$ cat src/rtl/approx_err_pkg.sv
// Shared types and helpers for the approximate-multiplier error monitor.
// Widths here follow the default operand width of the monitor.
package approx_err_pkg;

  localparam int W  = 8;
  localparam int PW = 2 * W;
  localparam int DW = 2 * W + 1;

  typedef enum logic [1:0] {
    RUN,
    DRAIN,
    DONE
  } state_t;

  typedef struct packed {
    logic [PW-1:0] mag;
    logic          neg;
  } abs_t;

  // Magnitude of (exact - apprx); neg set when apprx overshoots.
  function automatic abs_t abs_diff(
    input logic [PW-1:0] exact,
    input logic [PW-1:0] apprx
  );
    abs_t r;
    r.neg = (exact < apprx);
    r.mag = r.neg ? (apprx - exact) : (exact - apprx);
    return r;
  endfunction

endpackage

$ cat src/rtl/approx_mul_err_monitor_err_stage.sv
// S1/S2 datapath: operand capture, exact product, error distance.
// The valid pipe is flushed by clear so in-flight samples are dropped.
module err_stage
  import approx_err_pkg::*;
#(
  parameter int W = 8
) (
  input  logic                 clk,
  input  logic                 rst,
  input  logic                 clear,
  input  logic                 accept,
  input  logic [W-1:0]         a,
  input  logic [W-1:0]         b,
  input  logic [PW-1:0]        p_apprx,
  output logic                 v2,
  output logic signed [DW-1:0] diff,
  output logic [PW-1:0]        abs_d,
  output logic                 neq
);

  logic          v1;
  logic [W-1:0]  a1;
  logic [W-1:0]  b1;
  logic [PW-1:0] p1;
  logic [PW-1:0] exact;
  abs_t          ad;

  assign exact = PW'(a1) * PW'(b1);
  assign ad    = abs_diff(exact, p1);

  // S1: capture the accepted sample
  always_ff @(posedge clk or posedge rst) begin
    if (rst) begin
      v1 <= 1'b0;
      a1 <= '0;
      b1 <= '0;
      p1 <= '0;
    end else if (clear) begin
      v1 <= 1'b0;
    end else begin
      v1 <= accept;
      if (accept) begin
        a1 <= a;
        b1 <= b;
        p1 <= p_apprx;
      end
    end
  end

  // S2: register signed distance, magnitude and mismatch flag
  always_ff @(posedge clk or posedge rst) begin
    if (rst) begin
      v2    <= 1'b0;
      diff  <= '0;
      abs_d <= '0;
      neq   <= 1'b0;
    end else if (clear) begin
      v2 <= 1'b0;
    end else begin
      v2 <= v1;
      if (v1) begin
        diff  <= ad.neg ? -{1'b0, ad.mag}
                        :  {1'b0, ad.mag};
        abs_d <= ad.mag;
        neq   <= |ad.mag;
      end
    end
  end

endmodule

$ cat src/rtl/approx_mul_err_monitor.sv
// Error-statistics monitor for an approximate multiplier stream.
// Accepts NUM_SAMPLES samples, drains the pipe, then freezes results.
module approx_mul_err_monitor
  import approx_err_pkg::*;
#(
  parameter int W           = 8,
  parameter int NUM_SAMPLES = 10000,
  parameter int CNT_W       = 14,
  parameter int SUM_W       = 30
) (
  input  logic               clk,
  input  logic               rst,
  input  logic               clear,
  input  logic               in_valid,
  output logic               in_ready,
  input  logic [W-1:0]       a,
  input  logic [W-1:0]       b,
  input  logic [2*W-1:0]     p_apprx,
  output logic [CNT_W-1:0]   sample_cnt,
  output logic [CNT_W-1:0]   err_cnt,
  output logic [SUM_W:0]     sum_ed,
  output logic [SUM_W-1:0]   sum_ed_abs,
  output logic [2*W-1:0]     max_ed_abs,
  output logic               done
);

  state_t              state;
  logic [CNT_W-1:0]    acc_cnt;
  logic                accept;
  logic                v2;
  logic signed [DW-1:0] diff;
  logic [PW-1:0]       abs_d;
  logic                neq;

  assign in_ready = (state == RUN) && !clear;
  assign accept   = in_valid && in_ready;

  err_stage #(.W(W)) u_err (
    .clk     (clk),
    .rst     (rst),
    .clear   (clear),
    .accept  (accept),
    .a       (a),
    .b       (b),
    .p_apprx (p_apprx),
    .v2      (v2),
    .diff    (diff),
    .abs_d   (abs_d),
    .neq     (neq)
  );

  // Run/drain/done sequencing and accepted-sample count
  always_ff @(posedge clk or posedge rst) begin
    if (rst) begin
      state   <= RUN;
      acc_cnt <= '0;
      done    <= 1'b0;
    end else if (clear) begin
      state   <= RUN;
      acc_cnt <= '0;
      done    <= 1'b0;
    end else begin
      unique case (state)
        RUN: begin
          if (accept) begin
            acc_cnt <= acc_cnt + CNT_W'(1);
            if (acc_cnt == CNT_W'(NUM_SAMPLES - 1))
              state <= DRAIN;
          end
        end
        DRAIN: begin
          if (v2 && sample_cnt == CNT_W'(NUM_SAMPLES - 1)) begin
            state <= DONE;
            done  <= 1'b1;
          end
        end
        default: ;
      endcase
    end
  end

  // S3: fold each retired sample into the statistics
  always_ff @(posedge clk or posedge rst) begin
    if (rst) begin
      sample_cnt <= '0;
      err_cnt    <= '0;
      sum_ed     <= '0;
      sum_ed_abs <= '0;
      max_ed_abs <= '0;
    end else if (clear) begin
      sample_cnt <= '0;
      err_cnt    <= '0;
      sum_ed     <= '0;
      sum_ed_abs <= '0;
      max_ed_abs <= '0;
    end else if (v2) begin
      sample_cnt <= sample_cnt + CNT_W'(1);
      err_cnt    <= err_cnt + CNT_W'(neq);
      sum_ed     <= sum_ed
                  + {{(SUM_W + 1 - DW){diff[DW-1]}}, diff};
      sum_ed_abs <= sum_ed_abs
                  + {{(SUM_W - PW){1'b0}}, abs_d};
      if (abs_d > max_ed_abs)
        max_ed_abs <= abs_d;
    end
  end

endmodule

$ cat config.mk
export PLATFORM = sky130hd
export DESIGN_NAME = approx_mul_err_monitor
export DESIGN_NICKNAME = d
export VERILOG_FILES = /design/src/rtl/approx_err_pkg.sv /design/src/rtl/approx_mul_err_monitor_err_stage.sv /design/src/rtl/approx_mul_err_monitor.sv
export SDC_FILE = /design/constraint.sdc
export NUM_CORES = 1
export LEC_CHECK = 0
export ABC_CLOCK_PERIOD_IN_PS = 6400
export CORE_ASPECT_RATIO = 1.25
export CORE_UTILIZATION = 31
export DETAILED_ROUTE_END_ITERATION = 10
export PLACE_DENSITY = 0.62
export SLEW_MARGIN = 5
export SYNTH_ARGS = -nofsm -noshare
export SYNTH_HDL_FRONTEND = slang
export SYNTH_HIERARCHICAL = 1
export SYNTH_SLANG_ARGS = --single-unit
$ cat constraint.sdc
create_clock -name clk -period 6.4 [get_ports clk]
set_input_delay 1.28 -clock clk [delete_from_list [all_inputs] [get_ports clk]]
set_output_delay 1.28 -clock clk [all_outputs]
set_load 0.05 [all_outputs]
== Word level (Yosys, flattened, before mapping) ==
Index checks and enable logic that the tools add are counted.

* Register bits after elaboration: 190
* Bits of input ports: 36
* Word-level logic and storage cells: 79

* $add $sub $neg: 8
* $mul: 1
* Order comparisons: 2
* Eq/ne operators: 6
* Multiplexer cells: 26
* Bitwise gates (word level): 1
* Reductions and logical operators: 19

{| class="wikitable"
|+ Operators with widths
! cell !! count
|-
| 14-bit 2-to-1 mux || 7
|-
| 16-bit 2-to-1 mux || 4
|-
| 31-bit 2-to-1 mux || 2
|-
| 30-bit 2-to-1 mux || 2
|-
| 16-bit subtractor || 2
|-
| 31-bit adder || 1
|-
| 30-bit by 16-bit adder with 30-bit output || 1
|-
| 14-bit by 1-bit adder with 14-bit output (second input constant) || 2
|-
| 14-bit equality test (second input constant) || 2
|-
| 17-bit 2-to-1 mux || 1
|-
| 16-bit negator with 17-bit output || 1
|-
| 16-bit > comparator || 1
|-
| 16-bit < comparator || 1
|-
| 8-bit by 8-bit multiplier with 16-bit output || 1
|-
| 16-bit OR reduction || 1
|-
| 14-bit by 1-bit adder with 14-bit output || 1
|-
| 2-bit nonzero test || 6
|-
| 2-bit AND reduction || 5
|-
| 2-bit 2-to-1 mux || 4
|-
| 3-bit by 2-bit != test with 1-bit output (second input constant) || 2
|-
| 1-bit 2-to-1 mux || 5
|-
| 2-bit one-hot mux with 2 select lines || 1
|-
| 4-bit AND reduction || 1
|-
| 1-bit logical AND || 3
|-
| other kinds (6) || 6
|}

== Depth between registers and ports, before layout ==
* Word-level depth: 6
* Gate-level depth with buffers: 32
* Mapped depth without buffers: 30

== Modules after synthesis ==
Netlist, hierarchy kept.

{| class="wikitable"
|+ By module, submodules not included
! module !! times used !! cells each !! area an instance (µm²)
|-
| approx_mul_err_monitor || 1 || 920 || 8,192.9
|-
| err_stage || 1 || 710 || 6,441.2
|}

== Worst setup path before layout ==
OpenSTA, ideal clock, no wires.

* Path type: register to register
* Start: register u_err.a1[1]
* End: register u_err.diff[13]
* Arrival: 6.713 ns
* Data required time: 6.323 ns
* Setup slack: -0.390 ns
* Cell stages (with the launch flop): 30
* Buffers on the path: 1
* Period minus slack after synthesis: 6.790 ns
* Cells stage by stage: dfrtp_1 and2_1 fa_1 fa_1 inv_1 fa_1 fa_1 inv_1 ha_1 a21oi_1 o21bai_1 a21oi_1 o21bai_1 a21oi_1 o211ai_1 a21o_1 a21oi_1 xnor2_1 ha_1 nand4_1 nor2_1 o21a_1 buf_6 or4_4 o2111ai_4 and2_4 nand4_4 o41a_1 xor2_1 o21ai_1

* Word-level cells in the longest chain between the ends: 5

{| class="wikitable"
|+ RTL lines
! what !! line !! text
|-
| start: declaration || approx_mul_err_monitor_err_stage.sv:22 || <nowiki>logic [W-1:0] a1;</nowiki>
|-
| start signal: assignment || approx_mul_err_monitor_err_stage.sv:35 || <nowiki>a1 <= '0;</nowiki>
|-
| start signal: assignment || approx_mul_err_monitor_err_stage.sv:43 || <nowiki>a1 <= a;</nowiki>
|-
| 8-bit by 8-bit multiplier with 16-bit output (*) || approx_mul_err_monitor_err_stage.sv:28 || <nowiki>assign exact = PW'(a1) * PW'(b1);</nowiki>
|-
| 16-bit subtractor or 16-bit < comparator (tied branches) || approx_err_pkg.sv:27, approx_err_pkg.sv:26 ||
|-
| 16-bit 2-to-1 mux || approx_err_pkg.sv:27 || <nowiki>r.mag = r.neg ? (apprx - exact) : (exact - apprx);</nowiki>
|-
| 16-bit negator with 17-bit output || approx_mul_err_monitor_err_stage.sv:62 || <nowiki>diff <= ad.neg ? -{1'b0, ad.mag}</nowiki>
|-
| 17-bit 2-to-1 mux (*) || approx_mul_err_monitor_err_stage.sv:62 ||
|-
| end signal: assignment || approx_mul_err_monitor_err_stage.sv:62 ||
|-
| end: declaration || approx_mul_err_monitor_err_stage.sv:16 || <nowiki>output logic signed [DW-1:0] diff,</nowiki>
|}

Mark *: on every way between the ends. The rest lies on a longest branch, timed or not.
A chain may end at the register's enable or synchronous reset.

== Worst setup path in the final report ==
* Start: register u_err.a1[3]
* End: register u_err.diff[13]

The elaborated chain is that of the path after synthesis.

==> metrics.txt <==
Distinct cells, synth=81; Setup crit start kind=flip-flop; failing checks=setup timing; most frequent CP cell=fa_1; Tightest Hold Check Type=reg -> reg; skew final=0.0193 ns; required time of the critical path=6.71 ns; fillers=4,556; first-pass GRT wire length=64.2 mm; Die Area=0.0481 mm²; post-layout min period=6.70 ns; RSZ-0062 raised after global routing=true; status=finished with violations; cell row count=88; DR iter-0 viols=535; Achievable Freq=149 MHz; Die Ht=245 µm; Cells after DPL=2,439; Synth Cell Area=0.0146 mm²; worst slew pin tran=1.01 ns; Core Region=0.0464 mm²; Final Non-Filler Cells=2,503; Post-Syn Nets=1,840; setup ws final=-0.301 ns; deepest clock path buffer count=2; Post-synth top flop=dfrtp_1; DRT Wirelength=39.4 mm; drt wl/cell=15.8 µm; share of cells above drive strength 1=15.0%; initial antenna violation count=0; Arrival @ worst endpoint=7.01 ns; drc violations=0; Max Fanout on Critical Path=6; DR vias/cell=5.02; CTS HTree Levels=4; Initial Utilization=31.6%; Clock Latency Late Sink=0.47 ns; Relative slew margins=32.4%; CTS tree=done; 1st-pass router iterations=5; Final Net Count=2,071; asr flop ratio synth=100%; synth warn=6; Avg Inst Size Synth=8.98 µm²; EDFF count, synth=0; GR Overflow Total=0; gpl congestion=0.876; IO Pins=143; vias in the first global route=12,408; register bit total from synthesis=189; Setup-failing EPs final=14; Reg clk slew, reported paths=0.07 ns; sequential area share after synthesis=32.3%; Port Buf Inserts=142; DR vias=12,564; Routed Antenna Nets=0; CP endpoint kind=flip-flop; cts bufs inserted=17; Synth Instances=1,630; CP max stage delay=0.54 ns; Max Transition Viols Final=0; ANT cells=0; Crit-path slowest cell=or4_4; Root Buffer=clkbuf_16; GRT Total Usage=16.6%; Max-Cap Viols=0; Final period util=105%; area growth from synthesis to layout=26.7%; hpwl dp=30.2 mm; WS Path Type=reg -> reg; pin count of the biggest net entering global routing=73; CTS Sinks=189; Fin. Hold Viols=0; Die Span X=196 µm
-- per-layer routing --
metal	track usage (%)	vias to the layer above	part of all wire, %
li1	-	6139	-
met1	19.8	6138	43
met2	30.2	233	52
met3	2.17	54	2.7
met4	5.86	0	2.3
met5	0	-	0
-- worst paths after layout --
path	to	slack (ns)	from	cells past startpoint
worst max-delay path	u_err/diff[13]$_DFFE_PP0P_	-0.30	u_err/a1[3]$_DFFE_PP0P_	29
worst min-delay path	u_err/diff[3]$_DFFE_PP0P_	0.49	u_err/diff[3]$_DFFE_PP0P_	2
worst max register to register	u_err/diff[13]$_DFFE_PP0P_	-0.30	u_err/a1[3]$_DFFE_PP0P_	29
worst min register to register	u_err/diff[3]$_DFFE_PP0P_	0.49	u_err/diff[3]$_DFFE_PP0P_	2
max in group asynchronous	sum_ed_abs[7]$_DFFE_PP0P_	3.96	rst	3
min in group asynchronous	sum_ed[6]$_DFFE_PP0P_	1.43	rst	2
-- kinds of logic (layout without fill, tap and decap cells) --
group,after synthesis,count (layout),synth area share (%)
flops,189,189,32.3
simple gates,539,539,18.5
compound gates,379,380,16.5
mux,66,66,4.71
xor+xnor,96,96,6.03
fa+ha+maj,174,174,16.9
buf+inv,187,429,5.07
-- synthesized netlist by cell type (all sizes together), types with 14 or more instances --
cell type  number  area share, %
fa             40            5.5
o21a           15           0.77
clkbuf         41            1.1
xnor2          44            2.9
mux2i          43            2.9
nand2b         37            1.6
and2           63            2.7
xor2           52            3.1
a21oi         102            3.6
and3           20           0.85
a211oi         14           0.72
o211ai         14           0.72
ha            134             11
mux2           23            1.8
nand2         161            4.1
nand4          38            1.8
nor3           27           0.92
nor2b          17           0.73
or3            15           0.64
nand3          21           0.72
a31oi          16           0.83
a21o           29            1.5
buf            14           0.63
o21ai         128            4.5
inv           132            3.4
nor2          111            2.9
dfrtp         189             32
-- cell usage in the layout (no fill, tap or decap), drive strengths merged, types with 44 or more instances in the layout --
cell,netlist,routed
ha,134,134
nand2,161,161
a21oi,102,102
o21ai,128,128
inv,132,139
buf,14,125
dfrtp,189,189
xnor2,44,44
and2,63,63
nor2,111,111
xor2,52,52
clkdlybuf4s50,0,141
-- metrics by stage --
step	setup TNS, ns	area, µm²	utilization [%]	worst slack, ns	hold WS, ns
after floorplan	0	14700	-	0.0166	0.454
after global placement	-3.62	17400	37.5	-0.346	0.471
after detailed placement	-6.45	17400	37.5	-0.475	0.479
after CTS	-2.09	18300	39.5	-0.255	0.495
after global routing	-8.63	18500	40.0	-0.621	0.524
final	-2.12	18500	40.0	-0.301	0.489
-- critical path: cells and delay by family (launching register included) --
kind	cells	cell delay (ns)
AND/OR/NAND/NOR	6	1.29
buffers and inverters	5	0.42
AO/OA/AOI/OAI	10	1.60
XOR/XNOR	2	0.36
adder cells (fa/ha/maj)	6	2.42
flip-flops	1	0.45
-- registers in the layout (all words and copies together) (netlist names) --
signal,flops
sum_ed,31
sum_ed_abs,30
u_err/diff,17
max_ed_abs,16
u_err/p1,16
u_err/abs_d,15
acc_cnt,14
err_cnt,14
sample_cnt,14
u_err/a1,8
u_err/b1,8
state,2
done,1
u_err/neq,1
u_err/v1,1
u_err/v2,1
-- layout make-up --
class,instances,area [µm²],share of cell area (%)
Clock buffer,19,443,2.39
Clock inverter,12,126,0.681
Inverter,132,498,2.68
Multi-Input combinational cell,1255,9570,51.6
Sequential cell,189,4740,25.6
Tap cell,630,788,4.25
Timing Repair Buffer,266,2380,12.9
-- repair_timing --
item	4_1_cts	5_1_grt
setup buffers	25	9
endpoints found under the setup margin	22	29
gates cloned	1	0
hold buffers	0	0
pin swaps	61	35
resized for setup	46	38
Power is left out: the tool's default activity adds up to more than one toggle a clock period on the data nets, which glitch-free logic cannot reach.
